<file path="config.mk">
export PLATFORM = sky130hd
export DESIGN_NAME = alu_sequencer
export DESIGN_NICKNAME = d
export VERILOG_FILES = /design/src/rtl/seq_pkg.sv /design/src/rtl/seq_decode.sv /design/src/rtl/alu_sequencer.sv
export SDC_FILE = /design/constraint.sdc
export NUM_CORES = 1
export LEC_CHECK = 0
export CAP_MARGIN = 40
export CORE_UTILIZATION = 49
export DETAILED_ROUTE_END_ITERATION = 12
export PLACE_DENSITY = 0.88
export SYNTH_ARGS = -nofsm -noshare
export SYNTH_HDL_FRONTEND = slang
export SYNTH_HIERARCHICAL = 1
export SYNTH_SLANG_ARGS = --single-unit
</file>
<file path="constraint.sdc">
create_clock -name clk -period 3.46 [get_ports clk]
set_clock_uncertainty 0.15 [all_clocks]
set_input_delay 0.346 -clock clk [delete_from_list [all_inputs] [get_ports clk]]
set_output_delay 0.346 -clock clk [all_outputs]
set_load 0.05 [all_outputs]
</file>
<file path="src/rtl/seq_pkg.sv">
// Shared types and constants for the stored-program ALU sequencer.
// Holds the FSM state encoding, instruction opcode/sub-op constants
// and the packed datapath control bundle driven toward the register
// file, operand muxes and ALU.
package seq_pkg;

  localparam int unsigned INSTR_W   = 16;
  localparam int unsigned REG_SEL_W = 4;
  localparam int unsigned NUM_REGS  = 16;

  typedef enum logic [2:0] {
    IDLE   = 3'd0,
    FETCH  = 3'd1,
    DECODE = 3'd2,
    EXEC   = 3'd3,
    DONE   = 3'd4
  } state_e;

  localparam logic [3:0] OP_REG  = 4'b0000;
  localparam logic [3:0] OP_CTRL = 4'b1111;

  localparam logic [3:0] SUB_HALT = 4'b0000;
  localparam logic [3:0] SUB_NOP  = 4'b0001;
  localparam logic [3:0] SUB_BZ   = 4'b0010;
  localparam logic [3:0] SUB_BNZ  = 4'b0011;

  typedef struct packed {
    logic [NUM_REGS-1:0]  reg_en;
    logic [REG_SEL_W-1:0] mux_a;
    logic [REG_SEL_W-1:0] mux_b;
    logic                 mux_c;
    logic [INSTR_W-1:0]   alu_ctrl;
  } ctrl_t;

endpackage

</file>
<file path="src/rtl/seq_decode.sv">
// Combinational instruction decoder for the ALU sequencer.
// Ports:
//   ir_i             instruction word
//   ctrl_o           datapath control bundle (all zero for control class)
//   is_halt_o        control-class HALT
//   is_branch_o      conditional branch (only with SEQ_BRANCH_EN)
//   branch_on_zero_o branch is BZ (else BNZ)
//   tgt_o            branch target, truncated to ADDR_W
// Optional feature macro: SEQ_BRANCH_EN enables BZ/BNZ; otherwise they are NOPs.
module seq_decode
  import seq_pkg::*;
#(
  parameter int unsigned ADDR_W = 8
) (
  input  logic [INSTR_W-1:0] ir_i,
  output ctrl_t              ctrl_o,
  output logic               is_halt_o,
  output logic               is_branch_o,
  output logic               branch_on_zero_o,
  output logic [ADDR_W-1:0]  tgt_o
);

  logic [3:0] op;
  logic [3:0] rd;
  logic [3:0] rs;
  logic [3:0] sub;

  assign op  = ir_i[15:12];
  assign rd  = ir_i[11:8];
  assign rs  = ir_i[3:0];
  assign sub = ir_i[11:8];

  // Field decode; unknown control sub-ops fall through as NOP.
  always_comb begin
    ctrl_o           = '0;
    is_halt_o        = 1'b0;
    is_branch_o      = 1'b0;
    branch_on_zero_o = 1'b0;
    tgt_o            = ir_i[ADDR_W-1:0];
    if (op == OP_CTRL) begin
      case (sub)
        SUB_HALT: is_halt_o = 1'b1;
`ifdef SEQ_BRANCH_EN
        SUB_BZ: begin
          is_branch_o      = 1'b1;
          branch_on_zero_o = 1'b1;
        end
        SUB_BNZ: is_branch_o = 1'b1;
`endif
        default: ;
      endcase
    end else begin
      ctrl_o.reg_en   = NUM_REGS'(1) << rd;
      ctrl_o.mux_a    = rd;
      ctrl_o.alu_ctrl = ir_i;
      if (op == OP_REG) begin
        ctrl_o.mux_b = rs;
        ctrl_o.mux_c = 1'b0;
      end else begin
        ctrl_o.mux_b = '0;
        ctrl_o.mux_c = 1'b1;
      end
    end
  end

endmodule

</file>
<file path="src/rtl/alu_sequencer.sv">
// Stored-program controller for the register-file/ALU datapath.
// Fetches 16-bit words from a 1-cycle synchronous ROM and issues one
// registered control bundle per instruction (FETCH, DECODE, EXEC).
// Ports:
//   clk, reset          clock, synchronous active-high reset
//   start               launch a run at address 0 (IDLE only)
//   flag_z              ALU zero flag, used by BZ/BNZ in EXEC
//   imem_data/imem_addr ROM read port (addr == pc)
//   busy, done          run status; done pulses when HALT retires
//   RegEnable, MuxControlA/B/C, AluControl  datapath controls (EXEC only)
// Optional feature macro: SEQ_BRANCH_EN (conditional branches).
module alu_sequencer
  import seq_pkg::*;
#(
  parameter int unsigned ADDR_W = 8
) (
  input  logic                 clk,
  input  logic                 reset,
  input  logic                 start,
  input  logic                 flag_z,
  input  logic [INSTR_W-1:0]   imem_data,
  output logic [ADDR_W-1:0]    imem_addr,
  output logic                 busy,
  output logic                 done,
  output logic [NUM_REGS-1:0]  RegEnable,
  output logic [REG_SEL_W-1:0] MuxControlA,
  output logic [REG_SEL_W-1:0] MuxControlB,
  output logic                 MuxControlC,
  output logic [INSTR_W-1:0]   AluControl
);

  state_e              state_q, state_d;
  logic [ADDR_W-1:0]   pc_q, pc_d;
  logic [INSTR_W-1:0]  ir_q, ir_d;
  ctrl_t               ctrl_q, ctrl_d;
  logic                busy_q, busy_d;
  logic                done_q, done_d;

  ctrl_t               dec_ctrl;
  logic                dec_halt;
  logic                dec_branch;
  logic                dec_bz;
  logic [ADDR_W-1:0]   dec_tgt;
  logic                take_branch;

  // Decode the word being captured in DECODE so controls register on that edge.
  assign ir_d = (state_q == DECODE) ? imem_data : ir_q;

  seq_decode #(.ADDR_W(ADDR_W)) u_decode (
    .ir_i             (ir_d),
    .ctrl_o           (dec_ctrl),
    .is_halt_o        (dec_halt),
    .is_branch_o      (dec_branch),
    .branch_on_zero_o (dec_bz),
    .tgt_o            (dec_tgt)
  );

`ifdef SEQ_BRANCH_EN
  assign take_branch = dec_branch && (dec_bz ? flag_z : !flag_z);
`else
  logic unused_branch;
  assign unused_branch = ^{flag_z, dec_branch, dec_bz};
  assign take_branch   = 1'b0;
`endif

  // Next-state, pc and control-bundle logic.
  always_comb begin
    state_d = state_q;
    pc_d    = pc_q;
    ctrl_d  = '0;
    case (state_q)
      IDLE: begin
        if (start) begin
          state_d = FETCH;
          pc_d    = '0;
        end
      end
      FETCH:  state_d = DECODE;
      DECODE: begin
        if (dec_halt) begin
          state_d = DONE;
        end else begin
          state_d = EXEC;
          ctrl_d  = dec_ctrl;
        end
      end
      EXEC: begin
        state_d = FETCH;
        pc_d    = take_branch ? dec_tgt : pc_q + ADDR_W'(1);
      end
      DONE:    state_d = IDLE;
      default: state_d = IDLE;
    endcase
    busy_d = (state_d == FETCH) || (state_d == DECODE) || (state_d == EXEC);
    done_d = (state_d == DONE);
  end

  always_ff @(posedge clk) begin
    if (reset) begin
      state_q <= IDLE;
      pc_q    <= '0;
      ir_q    <= '0;
      ctrl_q  <= '0;
      busy_q  <= 1'b0;
      done_q  <= 1'b0;
    end else begin
      state_q <= state_d;
      pc_q    <= pc_d;
      ir_q    <= ir_d;
      ctrl_q  <= ctrl_d;
      busy_q  <= busy_d;
      done_q  <= done_d;
    end
  end

  assign imem_addr   = pc_q;
  assign busy        = busy_q;
  assign done        = done_q;
  assign RegEnable   = ctrl_q.reg_en;
  assign MuxControlA = ctrl_q.mux_a;
  assign MuxControlB = ctrl_q.mux_b;
  assign MuxControlC = ctrl_q.mux_c;
  assign AluControl  = ctrl_q.alu_ctrl;

endmodule

</file>
## After elaboration in Yosys (flattened, before gate mapping)

Index checks and enable logic that the tools add are counted.

- Memories kept: 0
- RAM bits: 0
- Memory bits (read-only): 0
- Bits of input ports: 20
- Bits in latches: 0
- Bits in registers: 70
- Output and inout bits: 51
- Word-level logic and storage cells: 41

- Bitwise logic cells: 2
- Add/sub/neg operators: 1
- Reductions and logical operators: 9
- $mul: 0
- Shift-type cells: 1
- Divide/modulo/power cells: 0
- Order comparisons: 0
- Mux-type cells: 9
- Equality and inequality tests: 9

Operators with widths:

| operator | count |
|---|---|
| $mux 16 | 1 |
| $pmux 8 s2 | 1 |
| $shl 1x4->16 const A | 1 |
| $eq 3x2->1 const B | 4 |
| $pmux 3 s4 | 1 |
| $add 8x1->8 const B | 1 |
| $logic_not 4->1 | 2 |
| $mux 8 | 1 |
| $eq 3x1->1 const B | 2 |
| $mux 3 | 2 |
| $reduce_or 5->1 | 1 |
| $eq 4x4->1 const B | 1 |
| $reduce_or 4->1 | 1 |
| $eq 3x3->1 const B | 1 |
| $logic_not 3->1 | 1 |
| $mux 1 | 3 |
| $logic_or 1x1->1 | 2 |
| $ne 2x2->1 const B | 1 |
| $not 1->1 | 2 |
| $reduce_and 2->1 | 1 |
| $reduce_bool 2->1 | 1 |

## Longest topological paths before layout

- Word-level depth: 10
- Mapped depth: 11
- Depth with buffers taken out: 7

## Modules after synthesis

Netlist, hierarchy kept.

Modules (own cells, without submodules):

| module | seq. area each (um^2) | times used | cells an instance | area each (um^2) |
|---|---|---|---|---|
| alu_sequencer | 1401.3 | 1 | 209 | 2434.8 |
| seq_decode | 0.0 | 1 | 66 | 504.2 |

## Worst setup path before layout

OpenSTA, ideal clock, no wires.

- Path kind: register to register
- From: register state_q[1]
- To: register ctrl_q (netlist bit AluControl[0])
- Data required time: 3195 ps
- Data arrival time: 2624 ps
- Stages on the path, launching flop included: 12
- Period minus slack after synthesis: 2889 ps
- Library setup time: 115 ps
- Setup slack: 571 ps
- Buffers on the path: 4
- Path through: dfxtp_1 buf_6 nor3b_2 buf_6 buf_12 mux2_4 or2_2 nor4_1 nor2_1 and4bb_2 clkbuf_1 and2_1

- Cells in the longest elaborated chain, start to end: 6
- Elaborated cells on any way between the ends: 8
- Those cells by class: eq/ne: 2; mux: 3; bitwise: 1; reduce/logical: 2

RTL lines:

| element | line | source |
|---|---|---|
| start, declared | alu_sequencer.sv:32 | `state_e state_q, state_d;` |
| start signal, assigned | alu_sequencer.sv:107 | `state_q <= state_d;` |
| $eq 3x2->1 | alu_sequencer.sv:47 | `assign ir_d = (state_q == DECODE) ? imem_data : ir_q;` |
| $mux 16 | alu_sequencer.sv:47 |  |
| named net ir_d[8] | alu_sequencer.sv:34 | `logic [INSTR_W-1:0] ir_q, ir_d;` |
| $logic_not 4->1 | seq_decode.sv:41 | `case (sub)` |
| $mux 1 | seq_decode.sv:41 |  |
| $mux 1 | seq_decode.sv:40 | `if (op == OP_CTRL) begin` |
| named net dec_halt | alu_sequencer.sv:40 | `logic dec_halt;` |
| $reduce_or 4->1 (no source line) | n/a |  |
| end signal, assigned | alu_sequencer.sv:110 | `ctrl_q <= ctrl_d;` |
| end, declared | alu_sequencer.sv:35 | `ctrl_t ctrl_q, ctrl_d;` |

The timed path passes the listed nets, and every way through them passes these cells.
A chain may end at the register's enable or synchronous reset.

## Final worst setup path

- From: register state_q[1]
- To: register ctrl_q (netlist bit RegEnable[8])

The elaborated chain is that of the path after synthesis.

==> results.md <==
Outcome:
- The run finished with clean final reports.

Timing:
- The period utilization is about nine tenths.
- Based on the critical path, the design can be clocked at up to around 0.31 GHz.
- Setup repair after global routing left no endpoint under its margin.
- The count of endpoints failing hold in the final timing report is 0.
- The number of max-slew violations in the final report is 0.
- The setup violation total in the final timing report is 0.
- The slew at the pin closest to its max-slew limit is roughly 600 ps.
- The worst pin sits at a relative slew slack of between 50 and 60%.
- The total negative slack for setup checks is 0 ps.
- The clock period minus worst slack is between 3000 and 4000 ps.
- The worst path meets setup with between 200 and 300 ps of slack.

Synth:
- The synthesized netlist cell count is 264.
- The Yosys step of the flow raised 6 warnings.
- The synthesized netlist occupies a cell area of roughly 2900 sq um.
- The synthesized netlist net count is ~290.
- The average instance in the mapped netlist occupies 10.8 sq um.

Power:
- The static leakage is between 1 and 1.5 nW.
- The total power of the final layout is approximately 1.7 mW.
- The power per standard cell area is ~460 nW/um^2.
- The largest vdd supply drop is approximately 250 uV.

Clocking:
- No sink is reached through more buffers than the 2 on the longest clock path.
- After clock tree synthesis, the setup repair step added 0 buffers.
- TritonCTS built the clock tree.
- The clock transition at the registers of the reported paths is roughly 70 ps.
- The clock sink total is 70.
- At the later pin of the worst-skew pair, clock insertion delay measures ~330 ps.
- The maximum level of the CTS H-tree is 3.
- The number of buffers created by CTS is 9.
- After clock tree synthesis, the flow added hold-fix buffers numbering 0.
- The number of gates resized after cts is 0.
- The cell sitting at the root of the clock tree is a sky130_fd_sc_hd__clkbuf_8.

Layout:
- In the layout the commonest cells are sky130_fd_sc_hd__dfxtp_1, sky130_fd_sc_hd__clkdlybuf4s50_1, sky130_fd_sc_hd__and2_1, sky130_fd_sc_hd__nor2b_1.
- Leaving out fill and tap cells, the most frequent cell in the layout is sky130_fd_sc_hd__dfxtp_1.
- Measured on the finished design, the core utilization comes to 66.5%.
- The fill cell instance count of the final layout is 460.
- The post-route netlist has 15.4% of its cells at a drive strength greater than 1.
- Relative to the synthesized area, the layout overhead comes to 29.5%.
- The count of nets after finishing is 349.
- 0 antenna diodes ended up in the layout.

Flow run:
- The tool flagged a number of max-cap violations equal to 0.

Setup path:
- For the worst setup path, the data required time is ~3500 ps.
- The worst register-to-register path begins at state_q[1].
- STA classifies the critical path startpoint as a flip-flop.
- The register-to-register setup slack is between 200 and 300 ps.
- The reg-to-reg endpoint is RegEnable[8].
- The launching element of the worst setup path is state_q[1].
- The critical path in this run is classified as flip-flop to flip-flop.
- The arrival time of the worst setup path is 3250 ps.
- The biggest fanout along the worst timing path is 41.
- The cell count of the worst reg-to-reg path is 9.
- The end point of the critical path is RegEnable[8].
- The critical path endpoint category is a flip-flop.

Global routing:
- The first global-routing pass estimated approximately 9.0 mm of wire.
- Entering global routing, the biggest net connects 42 pins.
- The overall fraction of global-route tracks in use is about a fifth.
- The via count of the first global-routing pass is 1878.
- The number of antenna violations at the first check in global routing is 0.
- The remaining global-route overflow is 0.

Hold path:
- In this run the worst hold path is classified as flip-flop to flip-flop.

Placement:
- Before CTS, the worst setup slack after placement is between 300 and 400 ps.
- The sum of net half-perimeters after detailed placement is approximately 3.7 mm.
- The number of port buffers is 69.
- Routability-driven placement finished with a final weighted congestion of just over 0.7.

Drt:
- The iteration-0 DRC count of the detailed router is 95.
- The first TritonRoute pass finished after 4 iterations.
- After detailed routing, the average wire length per cell comes to ~14 microns.
- The routed layout has around 2000 vias.
- After detailed routing, the number of vias per cell comes to 4.99.
- The final layout contains routed wiring with a total length of roughly 5.5 mm.
- In this run the remaining antenna-violating nets after routing total 0.
- The post-detailed-route DRC marker count is 0.

Die:
- Once the floorplan was initialized, standard cells occupied approximately 50% of the core.
- The area of the placeable core is 5570 sq um.
- The number of primary I/O pins is slightly above 70.
- The floorplan has 27 rows.
- The overall die width is around 80 microns.
- The chip height is 78.4 microns.
- The die outline area is about 6100 sq um.
-- final cells by class --
cell class                 count  area, sq um  share of cell area (%)
clock inverter                 5         50.0                    1.35
inverter                       2         7.51                   0.203
multi-input combinational    169         1270                    34.4
sequential                    70         1400                    37.8
tap                           72         90.1                    2.43
timing repair buffer          76          743                    20.1
clock buffer                  10          138                    3.71
-- worst max-delay path, stage by stage (launching register included) --
cell and delay, ps:
sky130_fd_sc_hd__dfxtp_1 550, sky130_fd_sc_hd__nor3b_4 260, sky130_fd_sc_hd__buf_4 200, sky130_fd_sc_hd__mux2_4 340, sky130_fd_sc_hd__or2_2 370, sky130_fd_sc_hd__nor4_1 250, sky130_fd_sc_hd__buf_4 190, sky130_fd_sc_hd__nor2_1 50
sky130_fd_sc_hd__and4bb_2 450, sky130_fd_sc_hd__and2_1 260
-- registers in the layout (all words and copies together) (netlist names) --
signal	count
AluControl	16
RegEnable	16
ir_q	16
imem_addr	8
MuxControlA	4
MuxControlB	4
state_q	3
MuxControlC	1
busy	1
done	1
-- worst min path at each step --
stage	start	to	cells past startpoint
floorplan	state_q[2]	busy	2
global placement	imem_addr[1]	imem_addr[1]	2
detailed placement	imem_addr[1]	imem_addr[1]	2
CTS	imem_addr[1]	imem_addr[1]	2
global route	imem_addr[5]	imem_addr[5]	2
finish	imem_addr[6]	imem_addr[6]	2
-- where the power goes --
group | internal (mW) | switching, mW | leakage, nW
registers | 0.825 | 0.0133 | 0.566
logic | 0.111 | 0.112 | 0.754
clock network | 0.343 | 0.287 | 0.102
-- metrics by stage --
step                      std cells  cell area (sq um)  hold WS [ps]
final                           404               3700           370
after global routing            404               3700           412
after CTS                       404               3700           374
after detailed placement        389               3520           353
after global placement          389               3520           346
after floorplan                 264               2860           363
-- routing by layer --
layer  vias up  share of wire [%]  GRT usage [%]
met3        18                4.2           3.72
met5         -                  0              0
met4         0                2.3           9.81
li1       1014                  -              -
met2        66                 51           32.5
met1       919                 43           22.8
(Power assumes the default switching activity.)
